File: config.mk
export PLATFORM = sky130hd
export DESIGN_NAME = movem_mask_sequencer_flat
export DESIGN_NICKNAME = d
export VERILOG_FILES = /design/src/rtl/v68k_pkg.sv /design/src/rtl/movem_mask_sequencer_if.sv /design/src/rtl/priority_encoder.sv /design/src/rtl/movem_mask_sequencer.sv /design/src/flat_wrapper.sv
export SDC_FILE = /design/constraint.sdc
export NUM_CORES = 1
export LEC_CHECK = 0
export ABC_AREA = 1
export CAP_MARGIN = 10
export CORE_ASPECT_RATIO = 1.25
export CORE_MARGIN = 2
export CORE_UTILIZATION = 56
export CTS_CLUSTER_DIAMETER = 30
export DETAILED_ROUTE_END_ITERATION = 10
export PLACE_DENSITY = 0.85
export SLEW_MARGIN = 5
export SYNTH_ARGS = -nofsm -noshare
export SYNTH_HDL_FRONTEND = slang
export SYNTH_SLANG_ARGS = --single-unit
export TNS_END_PERCENT = 20
File: constraint.sdc
create_clock -name clk -period 5.1 [get_ports clk]
set_clock_uncertainty 0.2 [all_clocks]
set_input_delay 1.02 -clock clk [delete_from_list [all_inputs] [get_ports clk]]
set_output_delay 1.02 -clock clk [all_outputs]
set_load 0.005 [all_outputs]
File: src/rtl/v68k_pkg.sv
// Shared 68k datapath definitions: MOVEM sequencer state encoding and
// register-file index/mask widths.
package v68k_pkg;

  localparam int unsigned REG_IDX_W  = 4;
  localparam int unsigned REG_MASK_W = 16;

  typedef enum logic [1:0] {
    IDLE = 2'd0,
    SCAN = 2'd1,
    DONE = 2'd2
  } movem_state_t;

endpackage

File: src/rtl/movem_mask_sequencer_if.sv
// Control-unit <-> MOVEM sequencer bundle. The count signal exists only
// when MOVEM_COUNT_EN is defined.
interface movem_mask_sequencer_if #(
  parameter int unsigned N = v68k_pkg::REG_IDX_W
) ();

  localparam int unsigned W = 1 << N;

  logic         start;
  logic [W-1:0] mask;
  logic         predec;
  logic [N-1:0] idx;
  logic         idx_valid;
  logic         idx_ready;
  logic         busy;
  logic         done;
`ifdef MOVEM_COUNT_EN
  logic [N:0]   count;

  modport master (
    output start, mask, predec, idx_ready,
    input  idx, idx_valid, busy, done, count
  );

  modport slave (
    input  start, mask, predec, idx_ready,
    output idx, idx_valid, busy, done, count
  );
`else
  modport master (
    output start, mask, predec, idx_ready,
    input  idx, idx_valid, busy, done
  );

  modport slave (
    input  start, mask, predec, idx_ready,
    output idx, idx_valid, busy, done
  );
`endif

endinterface

File: src/rtl/priority_encoder.sv
// Priority encoder, the inverse of the register-select decoder: returns the
// index of the lowest (or highest, msb_first=1) set bit and whether any bit is set.
module priority_encoder #(
  parameter int unsigned N = 4
) (
  input  logic [(1<<N)-1:0] mask,
  input  logic              msb_first,
  output logic [N-1:0]      index,
  output logic              any
);

  localparam int unsigned W = 1 << N;

  // Last match in the loop wins, so the scan direction is opposite to the priority.
  always_comb begin
    index = '0;
    if (msb_first) begin
      for (int unsigned i = 0; i < W; i++) begin
        if (mask[i]) index = N'(i);
      end
    end else begin
      for (int unsigned i = W; i > 0; i--) begin
        if (mask[i-1]) index = N'(i - 1);
      end
    end
  end

  assign any = |mask;

endmodule

File: src/rtl/movem_mask_sequencer.sv
// Walks a MOVEM register mask, one register index per accepted handshake.
// Define MOVEM_COUNT_EN to add the accepted-transfer counter.
module movem_mask_sequencer
  import v68k_pkg::*;
#(
  parameter int unsigned N = REG_IDX_W
) (
  input  logic                   clk,
  input  logic                   reset_n,
  movem_mask_sequencer_if.slave  bus
);

  localparam int unsigned W = 1 << N;

  movem_state_t state;
  logic [W-1:0] pending;
  logic [W-1:0] pending_next;
  logic         dir;
  logic [N-1:0] enc_idx;
  logic         enc_any;
  logic         valid;
`ifdef MOVEM_COUNT_EN
  logic [N:0]   count;
`endif

  priority_encoder #(.N(N)) u_penc (
    .mask      (pending),
    .msb_first (dir),
    .index     (enc_idx),
    .any       (enc_any)
  );

  always_comb begin
    pending_next          = pending;
    pending_next[enc_idx] = 1'b0;
  end

  assign valid = (state == SCAN) && enc_any;

  always_ff @(posedge clk or negedge reset_n) begin
    if (!reset_n) begin
      state   <= IDLE;
      pending <= '0;
      dir     <= 1'b0;
`ifdef MOVEM_COUNT_EN
      count   <= '0;
`endif
    end else begin
      case (state)
        IDLE: begin
          if (bus.start) begin
            pending <= bus.mask;
            dir     <= bus.predec;
            state   <= (bus.mask != '0) ? SCAN : DONE;
`ifdef MOVEM_COUNT_EN
            count   <= '0;
`endif
          end
        end
        SCAN: begin
          if (valid && bus.idx_ready) begin
            pending <= pending_next;
            if (pending_next == '0) state <= DONE;
`ifdef MOVEM_COUNT_EN
            count   <= count + 1'b1;
`endif
          end
        end
        DONE:    state <= IDLE;
        default: state <= IDLE;
      endcase
    end
  end

  assign bus.idx       = valid ? enc_idx : '0;
  assign bus.idx_valid = valid;
  assign bus.busy      = (state != IDLE);
  assign bus.done      = (state == DONE);
`ifdef MOVEM_COUNT_EN
  assign bus.count     = count;
`endif

endmodule

File: src/flat_wrapper.sv
// flat-port wrapper written by rule: the top's interface ports become plain ports
module movem_mask_sequencer_flat import v68k_pkg::*;
#(
  parameter int unsigned N = REG_IDX_W
)
  (clk, reset_n, bus_start, bus_mask, bus_predec, bus_idx_ready, bus_idx, bus_idx_valid, bus_busy, bus_done);
  movem_mask_sequencer_if #(.N(N)) bus_i ();
  input  logic clk;
  input  logic reset_n;
  input wire logic [$bits(bus_i.start)-1:0] bus_start;
  input wire logic [$bits(bus_i.mask)-1:0] bus_mask;
  input wire logic [$bits(bus_i.predec)-1:0] bus_predec;
  input wire logic [$bits(bus_i.idx_ready)-1:0] bus_idx_ready;
  output wire logic [$bits(bus_i.idx)-1:0] bus_idx;
  output wire logic [$bits(bus_i.idx_valid)-1:0] bus_idx_valid;
  output wire logic [$bits(bus_i.busy)-1:0] bus_busy;
  output wire logic [$bits(bus_i.done)-1:0] bus_done;
  assign bus_i.start = bus_start;
  assign bus_i.mask = bus_mask;
  assign bus_i.predec = bus_predec;
  assign bus_i.idx_ready = bus_idx_ready;
  assign bus_idx = bus_i.idx;
  assign bus_idx_valid = bus_i.idx_valid;
  assign bus_busy = bus_i.busy;
  assign bus_done = bus_i.done;
  movem_mask_sequencer #(.N(N)) u_core (.clk(clk), .reset_n(reset_n), .bus(bus_i));
endmodule
## Yosys cells after proc, flatten, opt, wreduce, memory -nomap -nowiden

Index checks and enable logic that the tools add are counted.

| storage, ports and cells | value |
|---|---|
| flip-flop bits (word level) | 19 |
| bits of input ports | 21 |
| output and inout bits | 7 |
| logic and storage cells | 67 |

| operators by class | value |
|---|---|
| order comparisons | 2 |
| equal/unequal tests | 5 |
| muxes and demuxes | 43 |
| bitwise operators | 2 |
| reductions and logical operators | 12 |

Operator list:

| operator | count |
|---|---|
| two-way mux 4 bit | 32 |
| two-way mux 16 bit | 2 |
| case mux 16 bit (2 select lines) | 1 |
| AND 16 bit | 1 |
| zero test 16 bit | 1 |
| NOT 16 bit | 1 |
| nonzero test 16 bit | 1 |
| OR reduction 16 bit | 1 |
| two-way mux 2 bit | 4 |
| inequality test 2 bit, second input constant | 3 |
| AND reduction 3 bit | 2 |
| < comparator 4 x 5 -> 1 bit, second input constant | 1 |
| demux 1 bit (select 4 bit) | 1 |
| >= comparator 4 x 1 -> 1 bit, second input constant | 1 |
| case mux 2 bit (2 select lines) | 1 |
| nonzero test 2 bit | 2 |
| logical AND 1 bit | 3 |
| equality test 2 x 1 -> 1 bit, second input constant | 1 |
| equality test 2 bit, second input constant | 1 |
| zero test 2 bit | 1 |
| two-way mux 1 bit | 2 |
| AND reduction 2 bit | 1 |

## Depth between registers and ports, before layout

| logic depth | value |
|---|---|
| word-level depth | 27 |
| mapped depth | 26 |
| mapped depth without buffers | 26 |

## Cells and area by module

A second synthesis with hierarchy kept.

| second synthesis, totals | value |
|---|---|
| cell total of the unflattened synthesis | 272 |
| area total of the unflattened synthesis | 1,562.7 um^2 |

By module, submodules not included:

| module | instances | cells each | area each (um^2) | sequential area each (um^2) |
|---|---|---|---|---|
| movem_mask_sequencer | 1 | 190 | 1,238.7 | 475.5 |
| priority_encoder | 1 | 82 | 324.1 | 0.0 |

## Worst setup path after synthesis

Ideal clock, no wire load.

| path | value |
|---|---|
| path kind | reg2out |
| start point | register u_core.pending[14] |
| end point | output port bus_idx[0] |
| arrival | 1.329 ns |
| required time | 3.880 ns |
| setup slack | 2.551 ns |
| cell stages (with the launch flop) | 18 |
| path buffers | 0 |
| path through | dfrtp_1 inv_2 nand2_1 nand2_1 nand2_1 nand2_1 nand2_1 nand2_1 nand2_1 nand2_1 nand2_1 nand2_1 nand2_1 nand2_1 nand2_1 nand2_2 nand2_4 a21oi_1 |

| on the way | value |
|---|---|
| longest elaborated chain between the ends | 17 |
| elaborated cells between the ends (all ways) | 21 |
| those cells by class | 19 x mux; 2 x reduce/logical |

Ends and longest elaborated chain:

| what | line | text |
|---|---|---|
| start: declaration | movem_mask_sequencer.sv:16 | `logic [W-1:0] pending;` |
| start signal: assignment | movem_mask_sequencer.sv:52 | `pending <= bus.mask;` |
| start signal: assignment | movem_mask_sequencer.sv:62 | `pending <= pending_next;` |
| two-way mux 4 bit (15 in series) | priority_encoder.sv:23 | `if (mask[i-1]) index = N'(i - 1);` |
| two-way mux 4 bit | priority_encoder.sv:17 | `if (msb_first) begin` |
| two-way mux 4 bit * | movem_mask_sequencer.sv:75 | `assign bus.idx = valid ? enc_idx : '0;` |
| end: declaration | flat_wrapper.sv:14 | `output wire logic [$bits(bus_i.idx)-1:0] bus_idx;` |

Every way passes the cells marked *; elsewhere a longest branch is shown, timed or not.

## Final worst setup path

| path | value |
|---|---|
| start point | register u_core.state[0] |
| end point | output port bus_idx[0] |

| on the way | value |
|---|---|
| longest elaborated chain between the ends | 3 |

Ends and longest elaborated chain:

| what | line | text |
|---|---|---|
| start: declaration | movem_mask_sequencer.sv:15 | `movem_state_t state;` |
| start signal: assignment | movem_mask_sequencer.sv:54 | `state <= (bus.mask != '0) ? SCAN : DONE;` |
| equality test 2 x 1 -> 1 bit | movem_mask_sequencer.sv:38 | `assign valid = (state == SCAN) && enc_any;` |
| logical AND 1 bit | movem_mask_sequencer.sv:38 |  |
| two-way mux 4 bit | movem_mask_sequencer.sv:75 |  |

Every way passes these cells.

==> impl_metrics.env <==
export IMPL_cap_violations=0
export IMPL_finalHoldViolations=0
export IMPL_fin_tns_setup_ns=0
export IMPL_powerDensity_nw_per_um2=718
export IMPL_grt_overflow=0
export IMPL_status="finished clean"
export IMPL_die_w_um=50.7
export IMPL_post_cts_buffers=0
export IMPL_syn_area_per_cell_um2=6.24
export IMPL_synth_edf_count=0
export IMPL_cts_tree="yes"
export IMPL_synthMostInstantiatedCell="nand2_1"
export IMPL_portBuffers=27
export IMPL_preCtsSetupSlack_ns=1.54
export IMPL_rsz0062_at_grt="false"
export IMPL_maxSlewHeadroom=0.428
export IMPL_required_ns=3.88
export IMPL_htreeDepth=1
export IMPL_r2r_slack_ns=1.78
export IMPL_numCtsBuffers=3
export IMPL_drive_above_1_share=0.0701
export IMPL_holdCritPathClass="reg2reg"
export IMPL_syn_to_final_growth_pct=20.9
export IMPL_mappedNetlistArea_um2=1530
export IMPL_clock_path_buffers=2
export IMPL_tightest_slew_ns=0.856
export IMPL_worstSkewPairLatency_ns=0.32
export IMPL_fmax_mhz=252
export IMPL_ir_worst_vdd_mv=0.399
export IMPL_finish_utilization=0.704
export IMPL_worstHoldEndpoint="u_core.pending[4]"
export IMPL_dieArea_um2=3170
export IMPL_holdPathStages=2
export IMPL_worstPathArrival_ns=2.76
export IMPL_firstDrtPassIters=4
export IMPL_fp_dieH_um=62.4
export IMPL_setup_violations=0
export IMPL_wl_um=3880
export IMPL_antenna_found_initial=0
export IMPL_wl_per_cell_um=12.7
export IMPL_ant_nets=0
export IMPL_synth_top_area_frac=0.311
export IMPL_synth_area_leaders="dfrtp_1 (31%), nand2_1 (17%), a21oi_1 (6.9%)"
export IMPL_synth_common_cells="nand2_1 (71), nor2_1 (28), inv_1 (27)"
export IMPL_post_cts_resized=0
export IMPL_vias=1697
export IMPL_final_max_slew_viol_count=0
export IMPL_cp_start_kind="flip-flop"
export IMPL_min_delay_start="u_core.pending[4]"
export IMPL_r2r_start="u_core.state[0]"
export IMPL_crit_fanout=20
export IMPL_setup_ws_ns=1.12
export IMPL_core_area_um2=2630
export IMPL_clock_sinks=19
export IMPL_row_count=21
export IMPL_period_share=0.779
export IMPL_grt_usage=0.265
export IMPL_fill_cells=238
export IMPL_grt_pass1_wl_um=6430
export IMPL_finalHoldWorstSlack_ns=0.417
export IMPL_grt_max_degree=25
export IMPL_period_minus_slack_ns=3.98
export IMPL_async_reset_ff_frac=1.00
export IMPL_nets=293
export IMPL_clockRootBuffer="clkbuf_4"
export IMPL_synth_top_cell_by_area="dfrtp_1"
export IMPL_ys_warn_count=0
export IMPL_initial_core_util=0.582
export IMPL_hpwl_um=3020
export IMPL_synth_seq_cells=19
export IMPL_drtIter0Drc=96
export IMPL_grt_pass1_vias=1492
export IMPL_syn_inst=245
export IMPL_crit_type="reg2out"
export IMPL_drc=0
export IMPL_num_antenna_cells=0
export IMPL_yosysSeqAreaShare=0.311
export IMPL_leakagePower_nw=0.884
export IMPL_syn_nets=266
export IMPL_netlist_cell_type_count=25
export IMPL_path_clk_slew_ns=0.12
export IMPL_ctsHoldBuffers=0
export IMPL_ys_flop_type="dfrtp_1"
export IMPL_reg2regPathDepth=11
export IMPL_io_pins=28
export IMPL_routabilityCongestion=0.845
export IMPL_r2r_end="u_core.pending[14]"
export IMPL_end_kind="primary output"
export IMPL_via_per_inst=5.56
cell families after synthesis:
family	synth area share
flops	0.311
buf+inv	0.0917
compound gates	0.221
simple gates	0.376
cell type report:
cell class              instances  area, µm²  share of cell area
multi-input cells             190        913               0.494
flip-flops and latches         19        475               0.257
repair buffers                 28        278               0.150
inverters                      30        113              0.0609
well taps                      34       42.5              0.0230
clock buffers                   3       22.5              0.0122
clock inverters                 1       5.00             0.00271
routing by layer:
| layer | vias up | routed length, µm | global-route usage |
|---|---|---|---|
| met3 | 5 | 134 | 0.0239 |
| met1 | 773 | 1760 | 0.357 |
| met4 | 0 | 62 | 0.101 |
| li1 | 876 | - | - |
| met5 | - | 0 | 0 |
| met2 | 43 | 1920 | 0.436 |
sequential cells by signal, indices dropped and copies added, names as in the netlist:
signal / cells
u_core.pending: 16
u_core.state: 2
u_core.dir: 1
how the worst max path moves through the flow:
| stage | start | to | slack (ns) | cells after the start |
|---|---|---|---|---|
| final | u_core.state[0] | bus_idx[0] | 1.12 | 7 |
| after global placement | u_core.state[0] | bus_idx[0] | 1.62 | 7 |
| after floorplan | u_core.pending[14] | bus_idx[0] | 2.55 | 17 |
| after global routing | u_core.state[0] | bus_idx[0] | 0.97 | 7 |
| after CTS | u_core.state[0] | bus_idx[0] | 1.17 | 7 |
| after detailed placement | u_core.state[0] | bus_idx[0] | 1.54 | 7 |
through the flow:
step / power, mW / cell area (µm²) / std cells
floorplan: 0.977 / 1530 / 245
global placement: 1.22 / 1820 / 301
detailed placement: 1.23 / 1820 / 301
CTS: 1.32 / 1850 / 305
global route: 1.46 / 1850 / 305
finish: 1.33 / 1850 / 305
where the power goes:
| group | internal, mW | leakage (nW) | total (mW) | switching [mW] |
|---|---|---|---|---|
| Sequential | 0.214 | 0.238 | 0.293 | 0.0787 |
| Clock | 0.0294 | 0.0177 | 0.0817 | 0.0523 |
| Combinational | 0.366 | 0.629 | 0.954 | 0.588 |
critical path, cell delays in order (launching register included):
cell and delay (ns):
dfrtp_1 0.68, inv_1 0.09, nor2_1 0.17, clkinv_1 0.44
a21oi_2 0.32, inv_1 0.10, a21oi_1 0.12, clkdlybuf4s50_1 0.51
cell usage in the layout (no fill, tap or decap), drive strengths merged:
master,instances
nand2,77
nor2,29
inv,29
clkdlybuf4s50,27
a21oi,22
o21ai,20
dfrtp,19
o22ai,16
nand3,11
nand4,6
or4,4
clkbuf,3
clkinv,2
nor3,1
o31ai,1
nor4,1
or2,1
o211ai,1
buf,1
Note: power is estimated with default switching activity, not from simulation.
